### config.mk
export PLATFORM = sky130hd
export DESIGN_NAME = ifu
export DESIGN_NICKNAME = d
export VERILOG_FILES = /design/src/rtl/ifu.sv
export SDC_FILE = /design/constraint.sdc
export NUM_CORES = 1
export LEC_CHECK = 0
export BUFFER_PORTS_ARGS = -buffer_cell sky130_fd_sc_hd__buf_2
export CORE_MARGIN = 1
export CORE_UTILIZATION = 47
export CTS_CLUSTER_SIZE = 14
export DETAILED_ROUTE_END_ITERATION = 16
export PLACE_DENSITY = 0.84
export REMOVE_ABC_BUFFERS = 1
export SLEW_MARGIN = 40
export SYNTH_ARGS = -nofsm -noshare
export SYNTH_HDL_FRONTEND = slang
export SYNTH_SLANG_ARGS = --single-unit
### constraint.sdc
create_clock -name clk -period 4.8 [get_ports clk]
set_clock_uncertainty 0.1 [all_clocks]
set_input_delay 0.72 -clock clk [delete_from_list [all_inputs] [get_ports clk]]
set_output_delay 0.72 -clock clk [all_outputs]
set_load 0.02 [all_outputs]
### src/rtl/ifu.sv
// Instruction fetch unit: holds the PC, issues instruction-memory reads for
// legal addresses, and presents one registered instruction (or a nop with an
// exception flag) to decode until it is consumed.
//
// Handshake: imem_req is asserted combinationally while in FETCH with a legal
// PC, and imem_addr always mirrors PC. A read completes on any cycle where
// imem_req and imem_ack are both high; imem_ack with imem_req low is ignored.
// Towards decode, Instr/PC are valid while instr_valid is high. They are
// consumed on a cycle with instr_valid and en both high, and en has no effect
// while instr_valid is low.
module ifu #(
  parameter logic [31:0] PC_RESET = 32'h0000_3000,
  parameter logic [31:0] IM_LO    = 32'h0000_3000,
  parameter logic [31:0] IM_HI    = 32'h0000_6FFC,
  parameter logic [3:0]  TIMEOUT  = 4'd15
) (
  input  logic        clk,
  input  logic        reset,
  input  logic [31:0] next_PC,
  input  logic        en,
  output logic        imem_req,
  output logic [31:0] imem_addr,
  input  logic        imem_ack,
  input  logic [31:0] imem_rdata,
  output logic [31:0] PC,
  output logic [31:0] Instr,
  output logic        instr_valid,
  output logic        exc_adel,
  output logic        exc_bus,
  output logic        o_dbg_state   // 0 = FETCH, 1 = VALID
);

  typedef enum logic {
    S_FETCH = 1'b0,
    S_VALID = 1'b1
  } state_t;

  state_t      r_state;
  logic [31:0] r_pc;
  logic [31:0] r_instr;
  logic        r_valid;
  logic        r_adel;
  logic        r_bus;
  logic [3:0]  r_cnt;

  logic        w_pc_legal;
  logic        w_req;
  logic [3:0]  w_cnt_inc;

  // Address legality, request generation and the incremented wait count.
  always_comb begin
    w_pc_legal = (r_pc[1:0] == 2'b00) && (r_pc >= IM_LO) && (r_pc <= IM_HI);
    w_req      = (r_state == S_FETCH) && w_pc_legal;
    w_cnt_inc  = r_cnt + 4'd1;
  end

  // Fetch FSM: the bus error fires on the cycle the count would reach
  // TIMEOUT, giving exactly TIMEOUT request cycles; an ack on that cycle wins.
  always_ff @(posedge clk) begin
    if (reset) begin
      r_state <= S_FETCH;
      r_pc    <= PC_RESET;
      r_instr <= 32'h0;
      r_valid <= 1'b0;
      r_adel  <= 1'b0;
      r_bus   <= 1'b0;
      r_cnt   <= 4'd0;
    end else begin
      case (r_state)
        S_FETCH: begin
          if (!w_pc_legal) begin
            r_instr <= 32'h0;
            r_adel  <= 1'b1;
            r_bus   <= 1'b0;
            r_valid <= 1'b1;
            r_cnt   <= 4'd0;
            r_state <= S_VALID;
          end else if (imem_ack) begin
            r_instr <= imem_rdata;
            r_adel  <= 1'b0;
            r_bus   <= 1'b0;
            r_valid <= 1'b1;
            r_cnt   <= 4'd0;
            r_state <= S_VALID;
          end else if (w_cnt_inc == TIMEOUT) begin
            r_instr <= 32'h0;
            r_adel  <= 1'b0;
            r_bus   <= 1'b1;
            r_valid <= 1'b1;
            r_cnt   <= 4'd0;
            r_state <= S_VALID;
          end else begin
            r_cnt <= w_cnt_inc;
          end
        end
        S_VALID: begin
          if (en) begin
            r_pc    <= next_PC;
            r_valid <= 1'b0;
            r_adel  <= 1'b0;
            r_bus   <= 1'b0;
            r_cnt   <= 4'd0;
            r_state <= S_FETCH;
          end
        end
        default: r_state <= S_FETCH;
      endcase
    end
  end

  // Output wiring.
  always_comb begin
    imem_req    = w_req;
    imem_addr   = r_pc;
    PC          = r_pc;
    Instr       = r_instr;
    instr_valid = r_valid;
    exc_adel    = r_adel;
    exc_bus     = r_bus;
    o_dbg_state = r_state;
  end

endmodule

---- Word level (Yosys, flattened, before mapping) ----
Index checks and enable logic that the tools add are counted.
cells by class
  add/sub/neg operators ................... 1
  $lt $le $gt $ge ......................... 2
  equal/unequal tests ..................... 4
  muxes and demuxes ....................... 25
  bitwise operators ....................... 1
  reduce and logical (&&, ||, !) cells .... 7
operators with widths
  cell                                                                     number
  32-bit two-way mux                                                       3
  32-bit by 14-bit >= comparator with 1-bit output, second input constant  1
  32-bit by 15-bit <= comparator with 1-bit output, second input constant  1
  4-bit two-way mux                                                        4
  1-bit two-way mux                                                        13
  1-bit case mux with 2 select lines                                       4
  4-bit case mux with 2 select lines                                       1
  2-bit AND reduction                                                      3
  4-bit by 1-bit adder with 4-bit output, second input constant            1
  4-bit == test, second input constant                                     1
  4-bit by 3-bit != test with 1-bit output, second input constant          1
  1-bit logical AND                                                        3
  3-bit by 2-bit != test with 1-bit output, second input constant          1
  2-bit logical NOT                                                        1
  2-bit != test, second input constant                                     1
  1-bit NOT                                                                1
storage, ports and cells
  register bits after elaboration ......... 72
  input bits .............................. 68

---- Depth between registers and ports, before layout ----
Gate-level depths: netlist of run 1.
  word-level depth ........................ 6
  depth in mapped cells ................... 7
  gate-level depth less buffers ........... 7

---- Worst setup path after synthesis of run 1 ----
Ideal clock, no wire load.
  path type ............................... register to output
  start ................................... register r_pc[19] (netlist: PC[19])
  end ..................................... output imem_req
  arrival time ............................ 1548 ps
  data required time ...................... 3980 ps
  setup slack ............................. 2432 ps
  cell stages (with the launch flop) ...... 4
  path buffers ............................ 0
  cells stage by stage .................... dfxtp_1 nor4_1 nand2_1 nor4_1
between the ends
  cells in the longest elaborated chain, start to end .. 4
  elaborated cells between the ends (all ways) .. 5
  classes of those cells .................. order compare (2); reduce/logical (3)
ends and longest elaborated chain
  what                                              line  source
  start: declaration                                39    logic [31:0] r_pc;
  start signal: assignment                          98    r_pc <= next_PC;
  32-bit by 14-bit >= comparator with 1-bit output  52    w_pc_legal = (r_pc[1:0] == 2'b00) && (r_pc >= IM_LO) && (r_pc <= IM_HI);
  1-bit logical AND                                 52
  1-bit logical AND (*)                             52
  1-bit logical AND (*)                             53    w_req = (r_state == S_FETCH) && w_pc_legal;
  end: declaration                                  21    output logic imem_req,
Mark *: on every way between the ends. The rest lies on a longest branch, timed or not.

---- Final worst setup path of run 1 ----
  start ................................... register r_pc[29] (netlist: PC[29])
  end ..................................... output imem_req
Same word-level chain as after synthesis.

==> impl_metrics.toml, run 1 <==
[status]
status = "finished clean"

[detailed_routing]
viasPerCell = 5.29
ant_nets = 0
first_iter_violations = 107
drcViolationCount = 0
routed-via-count = 2808
firstDrtPassIters = 4
drt_wl_total_um = 7450
wl_per_cell_um = 14.0

[placed_design]
dpl_worst_slack_ns = 2.35
hpwl_um = 5330
port-buffer-count = 168
gp_congestion = 0.801
placed_cells = 515

[clock_network]
cts_setup_buffers = 0
clk-insertion-delay-late_ns = 0.33
htreeDepth = 3
tritoncts = "done"
cts_resized = 0
cts.path.max_buffers = 2
cts_root_buf = "clkbuf_8"
cts_sinks = 72
path_clk_slew_ns = 0.08
cts_buffers = 9
cts_hold_buffers = 0

[final_layout]
n_antenna_cell = 0
layout.nets = 521
final_util_pct = 62.7
final_cells = 531
drive_gt1_share_pct = 50.0
area_growth_pct = 25.6
n_fill_cell = 535

[yosys]
ys_warn_count = 0
synth.distinct_cells = 40
netlist_area_mm2 = 0.00303
synthTopCellsByArea = "dfxtp_1 (48%), a32o_2 (12%), nand2_1 (9.3%)"
ys_seq_elements = 72
yosysSeqAreaShare_pct = 47.6
synth_top_area_share_pct = 47.6
avgSynthCellArea_um2 = 9.34
ys_async_sr_fraction_pct = 0
synth_edf_count = 0
ys_top_cells_by_count = "nand2_1 (75), dfxtp_1 (72), a21oi_1 (33), a32o_2 (32), buf_4 (32)"
synth-main-ff-cell = "dfxtp_1"
synth_top_cell_by_area = "dfxtp_1"
yosysMostFrequentCell = "nand2_1"
synthCells = 324

[setup_path]
reg2reg_from = "PC[29]"
reg2reg_to = "Instr[27]"
worst-endpoint-required_ns = 3.98
path_max_fanout = 4
rr_worst_depth = 5
worstSetupPathType = "flip-flop to primary output"
cp_data_arrival_time_ns = 1.77
end_kind = "primary output"
startpoint_type = "flip-flop"
r2r_slack_ns = 2.42
critPathLaunch = "PC[29]"

[floorplanning]
core_area_mm2 = 0.00606
dieHeight_um = 82.2
initial_core_util_pct = 49.9
row_count = 28
die_w_um = 82.2
io_pins = 169
die-area_mm2 = 0.00676

[global_route]
antenna_found_initial = 0
grt_max_degree = 41
grt_pass1_vias = 2440
grt_first_pass_wirelength_um = 11500
overflow = 0
grtUsageTotal_pct = 22.2

[timing]
relSlewSlack_pct = 55.8
post-route-period-util_pct = 53.9
min_period_ns = 2.59
timing.final.hold_violations = 0
finalSetupViolCount = 0
fmax_mhz = 387
maxSlewViolCount = 0
rsz0062_at_grt = "false"
fin_ws_ns = 2.21
tns_ns = 0
tightestPinTransition_ns = 0.647

[power_and_ir_drop]
p_total_mw = 1.34
p_per_area_mw_per_mm2 = 353
p_leak_nw = 2.04
ir_drop_uv = 213

[hold_path]
min_to = "exc_adel"
hold-path-cell-count = 2
hold_class = "flip-flop to flip-flop"
hp-start = "exc_adel"

[flow_run]
maxCapViolCount = 0
## registers in the layout (all words and copies together), names as in the netlist
| register | count |
|---|---|
| PC | 32 |
| Instr | 32 |
| exc_bus | 1 |
| exc_adel | 1 |
| o_dbg_state | 1 |
| r_cnt | 4 |
| instr_valid | 1 |
## worst max path at each step
stage / end / slack (ns) / cells after the start
finish: imem_req / 2.21 / 4
global route: imem_req / 2.13 / 4
CTS: imem_req / 2.22 / 4
detailed placement: exc_adel / 2.35 / 6
global placement: r_cnt[3] / 2.19 / 6
floorplan: imem_req / 2.35 / 3
## kinds of logic after synthesis
kind of cell,count (synthesis),share of synthesized area (%)
simple gates,110,17.7
compound gates,81,21.5
flops,72,47.6
buf+inv,58,12.1
fa+ha+maj,2,0.827
xor+xnor,1,0.289
## layer usage
layer | global-route usage [%] | share of wire (%) | vias to the layer above
li1 | - | - | 1378
met1 | 27.7 | 41 | 1342
met2 | 36.5 | 52 | 79
met3 | 4.73 | 5.1 | 9
met4 | 10.2 | 1.6 | 0
met5 | 0 | 0 | -
## cell type report
| class | instances | area, um^2 | share of cell area, % |
|---|---|---|---|
| Inverter | 4 | 15.0 | 0.395 |
| Timing Repair Buffer | 170 | 856 | 22.5 |
| Multi-Input combinational cell | 194 | 1220 | 32.2 |
| Tap cell | 75 | 93.8 | 2.47 |
| Sequential cell | 72 | 1440 | 37.9 |
| Clock buffer | 9 | 124 | 3.26 |
| Clock inverter | 7 | 48.8 | 1.28 |
## cell usage in the layout, fill, tap and decap left out, types with 2 or more instances in the layout
| cell | count |
|---|---|
| dfxtp_1 | 72 |
| a31o_2 | 2 |
| nand3_1 | 7 |
| nor4_1 | 5 |
| clkbuf_8 | 9 |
| o211ai_1 | 3 |
| clkinv_4 | 3 |
| a21oi_1 | 33 |
| and2_1 | 2 |
| buf_2 | 168 |
| o21ai_0 | 2 |
| ha_1 | 2 |
| inv_1 | 3 |
| a32o_2 | 32 |
| a2111oi_0 | 2 |
| nand2_1 | 74 |
| nor3_1 | 4 |
| nor4_2 | 2 |
| nor2b_1 | 3 |
| clkinv_2 | 3 |
| buf_4 | 2 |
## stage by stage
step	hold slack [ns]	instance area (um^2)
floorplan	0.381	2680
global placement	0.340	3630
detailed placement	0.342	3630
CTS	0.354	3800
global route	0.370	3800
finish	0.351	3800
## power by group
group / switching, mW / internal (mW)
registers: 0.0296 / 0.628
clock network: 0.231 / 0.187
logic: 0.172 / 0.0943
total: 0.433 / 0.910
## critical path, stage by stage, from the launching register on
cell and delay (ns):
dfxtp_1 0.36, nor4_1 0.33, nand2_1 0.22, nor4_1 0.30, buf_2 0.22
Note: power is estimated with default switching activity, not from simulation.
==> run 2: changes to the inputs <==
Settings changed: CORE_UTILIZATION 47 to 44, PLACE_DENSITY 0.84 to 0.8.
Clock period 4.8 ns to 2.6 ns, I/O delays scaled along.
==> impl_metrics.toml, run 2 (synthesized netlist as in run 1, its figures left out) <==
[detailed_routing]
viasPerCell = 5.20
routed-via-count = 2785
drt_wl_total_um = 7630
drcViolationCount = 0
ant_nets = 0
firstDrtPassIters = 6
first_iter_violations = 89
wl_per_cell_um = 14.2

[clock_network]
clk-insertion-delay-late_ns = 0.33
cts_root_buf = "clkbuf_8"
cts_sinks = 72
htreeDepth = 3
cts_buffers = 9
cts_setup_buffers = 0
tritoncts = "done"
cts.path.max_buffers = 2
cts_hold_buffers = 0
path_clk_slew_ns = 0.07
cts_resized = 0

[global_route]
grt_pass1_vias = 2550
overflow = 0
grt_first_pass_wirelength_um = 12100
antenna_found_initial = 0
grtUsageTotal_pct = 21.0
grt_max_degree = 34

[timing]
fin_ws_ns = 0.322
maxSlewViolCount = 0
post-route-period-util_pct = 87.6
relSlewSlack_pct = 53.4
min_period_ns = 2.28
timing.final.hold_violations = 0
finalSetupViolCount = 0
holdWs_ns = 0.165
tns_ns = 0
fmax_mhz = 439
rsz0062_at_grt = "false"
tightestPinTransition_ns = 0.681

[power_and_ir_drop]
ir_drop_uv = 374
p_leak_nw = 2.07
p_per_area_mw_per_mm2 = 665

[placed_design]
hpwl_um = 5480
dpl_worst_slack_ns = 0.373
gp_congestion = 0.877
place_area_mm2 = 0.00366
port-buffer-count = 168

[setup_path]
cp_data_arrival_time_ns = 2.43
worstSetupPathType = "flip-flop to flip-flop"
end_kind = "flip-flop"
path_max_fanout = 7
worst-endpoint-required_ns = 2.76
startpoint_type = "flip-flop"

[final_layout]
stdcell_area_mm2 = 0.00384
final_util_pct = 59.2
drive_gt1_share_pct = 49.5
area_growth_pct = 27.0
layout.nets = 525
final_cell_mix = "buf_2 (168), nand2_1 (75), dfxtp_1 (72), a21oi_1 (33), a32o_2 (32)"
n_antenna_cell = 0
final_common_cell = "buf_2"

[floorplanning]
dieHeight_um = 84.9
die-area_mm2 = 0.00721
row_count = 29
initial_core_util_pct = 46.6
die_w_um = 84.9
core_area_mm2 = 0.00649
io_pins = 169

[status]
status = "finished clean"

[hold_path]
hold_class = "primary input to flip-flop"

[flow_run]
maxCapViolCount = 0
[run 2: final timing paths]
kind	startpoint	endpoint	slack [ns]	cells past startpoint
worst min-delay path	imem_rdata[9]	Instr[9]	0.16	2
worst max register to register	r_cnt[0]	exc_adel	0.32	6
worst max-delay path	r_cnt[0]	exc_adel	0.32	6
worst min register to register	exc_adel	exc_adel	0.35	2
[run 2: cell type report]
class / count / area, um^2
fill: 597 / 2650
sequential: 72 / 1440
multi-input combinational: 194 / 1220
timing repair buffer: 174 / 886
clock buffer: 11 / 141
tap: 77 / 96.3
clock inverter: 4 / 45.0
inverter: 4 / 15.0
[run 2: through the flow]
step           std cells  power, mW
5_1_grt              536       2.67
4_1_cts              536       2.59
3_3_place_gp         521       1.73
6_report             536       2.56
2_1_floorplan        270       1.53
3_5_place_dp         521       1.74
[run 2: where the power goes]
| group | switching [mW] | total [mW] | leakage, nW | internal (mW) |
|---|---|---|---|---|
| Sequential | 0.0543 | 1.21 | 0.585 | 1.16 |
| Clock | 0.383 | 0.843 | 0.0989 | 0.460 |
| Combinational | 0.318 | 0.499 | 1.39 | 0.181 |
| Total | 0.755 | 2.56 | 2.07 | 1.80 |
[run 2: metal layers]
layer	part of all wire (%)	vias up	track usage, %
li1	-	1390	-
met1	44	1319	25.4
met2	51	63	35.0
met3	3.8	13	4.86
met4	2.0	0	10.8
met5	0	-	0
[run 2: worst max-delay path, stage by stage (launching register included)]
cell       delay, ns
dfxtp_1         0.36
ha_1            0.26
a2111oi_0       0.41
nor2_1          0.11
a2111oi_0       0.67
o21ai_0         0.16
o22ai_1         0.14
==> run 3: changes to the inputs <==
Settings changed: RECOVER_POWER from default to 100.
==> impl_metrics.toml, run 3 (synthesized netlist as in run 1, its figures left out) <==
[floorplanning]
core_area_mm2 = 0.00649
die_w_um = 84.9
io_pins = 169
die-area_mm2 = 0.00721
dieHeight_um = 84.9
row_count = 29
initial_core_util_pct = 46.6

[placed_design]
dpl_worst_slack_ns = 0.373
hpwl_um = 5480
port-buffer-count = 168
gp_congestion = 0.877

[final_layout]
final_common_cell = "clkbuf_1"
final_cell_mix = "clkbuf_1 (103), nand2_1 (75), dfxtp_1 (72), buf_2 (67), a21oi_1 (33)"
area_growth_pct = 22.7
layout.nets = 525
drive_gt1_share_pct = 27.2
n_antenna_cell = 0

[setup_path]
path_max_fanout = 7
worst-endpoint-required_ns = 2.75
crit_slowest_cell = "a2111oi_0"
path_buf_inv = 0
crit_chain = "ha_1 > a2111oi_0 > nor2_1 > a2111oi_0 > o21ai_0 > o22ai_1"
end_kind = "flip-flop"
worstSetupPathType = "flip-flop to flip-flop"
cp_data_arrival_time_ns = 2.42
max_stage_delay_ns = 0.66
crit_path_frequent_cell = "a2111oi_0"
critPathTopFamily = "compound AO/OA/AOI/OAI gates"
startpoint_type = "flip-flop"

[power_and_ir_drop]
p_leak_nw = 1.65
p_total_mw = 2.53
switching_share_pct = 29.8
pwr-share-clk_pct = 33.2
combPwrFrac_pct = 18.7
ir_drop_uv = 368
p_per_area_mw_per_mm2 = 682
netSwitchingPower_uw = 755
pwr-share-seq_pct = 48.0
p_int_mw = 1.78

[clock_network]
tritoncts = "done"
cts_root_buf = "clkbuf_8"
path_clk_slew_ns = 0.07
htreeDepth = 3
cts_hold_buffers = 0
cts_setup_buffers = 0
cts_buffers = 9
cts_sinks = 72
cts_resized = 0
cts.path.max_buffers = 2
clk-insertion-delay-late_ns = 0.32

[detailed_routing]
drt_wl_total_um = 7570
viasPerCell = 5.23
first_iter_violations = 96
routed-via-count = 2801
ant_nets = 0
wl_per_cell_um = 14.1
firstDrtPassIters = 6
drcViolationCount = 0

[global_route]
grtUsageTotal_pct = 21.0
overflow = 0
grt_max_degree = 34
grt_first_pass_wirelength_um = 12100
antenna_found_initial = 0
grt_pass1_vias = 2550

[hold_path]
hold_class = "primary input to flip-flop"

[timing]
post-route-period-util_pct = 87.4
rsz0062_at_grt = "false"
tns_ns = 0
tightestPinTransition_ns = 1.38
fin_ws_ns = 0.328
fmax_mhz = 440
timing.final.hold_violations = 0
min_period_ns = 2.27
relSlewSlack_pct = 7.91
finalSetupViolCount = 0
maxSlewViolCount = 0

[flow_run]
maxCapViolCount = 0

[status]
status = "finished clean"
==> run 3: changes by cell type in the layout (fill, tap and decap cells not counted), sizes merged <==
cell,change
buf,-102
clkbuf,+102
==> run 3: power groups by stage <==
| stage | Sequential, mW | Clock, mW | Combinational, mW |
|---|---|---|---|
| after floorplan | 1.34 | 0 | 0.189 |
| after global placement | 1.24 | 0 | 0.496 |
| after detailed placement | 1.24 | 0 | 0.500 |
| after CTS | 1.21 | 0.872 | 0.501 |
| after global routing | 1.23 | 0.909 | 0.518 |
| final | 1.22 | 0.841 | 0.475 |
==> run 3: final cells by class <==
class                      instances  area [um^2]
inverter                           4         15.0
timing repair buffer             174          756
multi-input combinational        194         1220
clock buffer                      11          141
tap                               77         96.3
fill                             659         2780
sequential                        72         1440
clock inverter                     4         45.0
==> run 3: final timing paths <==
path,start,end,slack (ns),depth (start not counted)
worst max-delay path,r_cnt[0],exc_adel,0.33,6
worst min-delay path,imem_rdata[9],Instr[9],0.17,2
worst min register to register,exc_adel,exc_adel,0.36,2
worst max register to register,r_cnt[0],exc_adel,0.33,6
==> run 3: per-layer routing <==
layer	track usage [%]	wire (um)
met5	0	0
met2	35.0	3940
met1	25.4	3250
met4	10.8	90
met3	4.86	294
==> run 3: worst reg2reg max path: stages (launching register included) <==
cell       delay [ns]
dfxtp_1          0.36
ha_1             0.26
a2111oi_0        0.40
nor2_1           0.11
a2111oi_0        0.66
o21ai_0          0.16
o22ai_1          0.15
==> run 3: per-stage QoR <==
step	hold slack, ns	util (%)	instances	cell area, um^2
3_5_place_dp	0.350	56.3	521	3660
5_1_grt	0.152	57.2	536	3710
4_1_cts	0.150	59.2	536	3840
6_report	0.169	57.2	536	3710
3_3_place_gp	0.343	56.3	521	3660
2_1_floorplan	0.359	-	270	2680
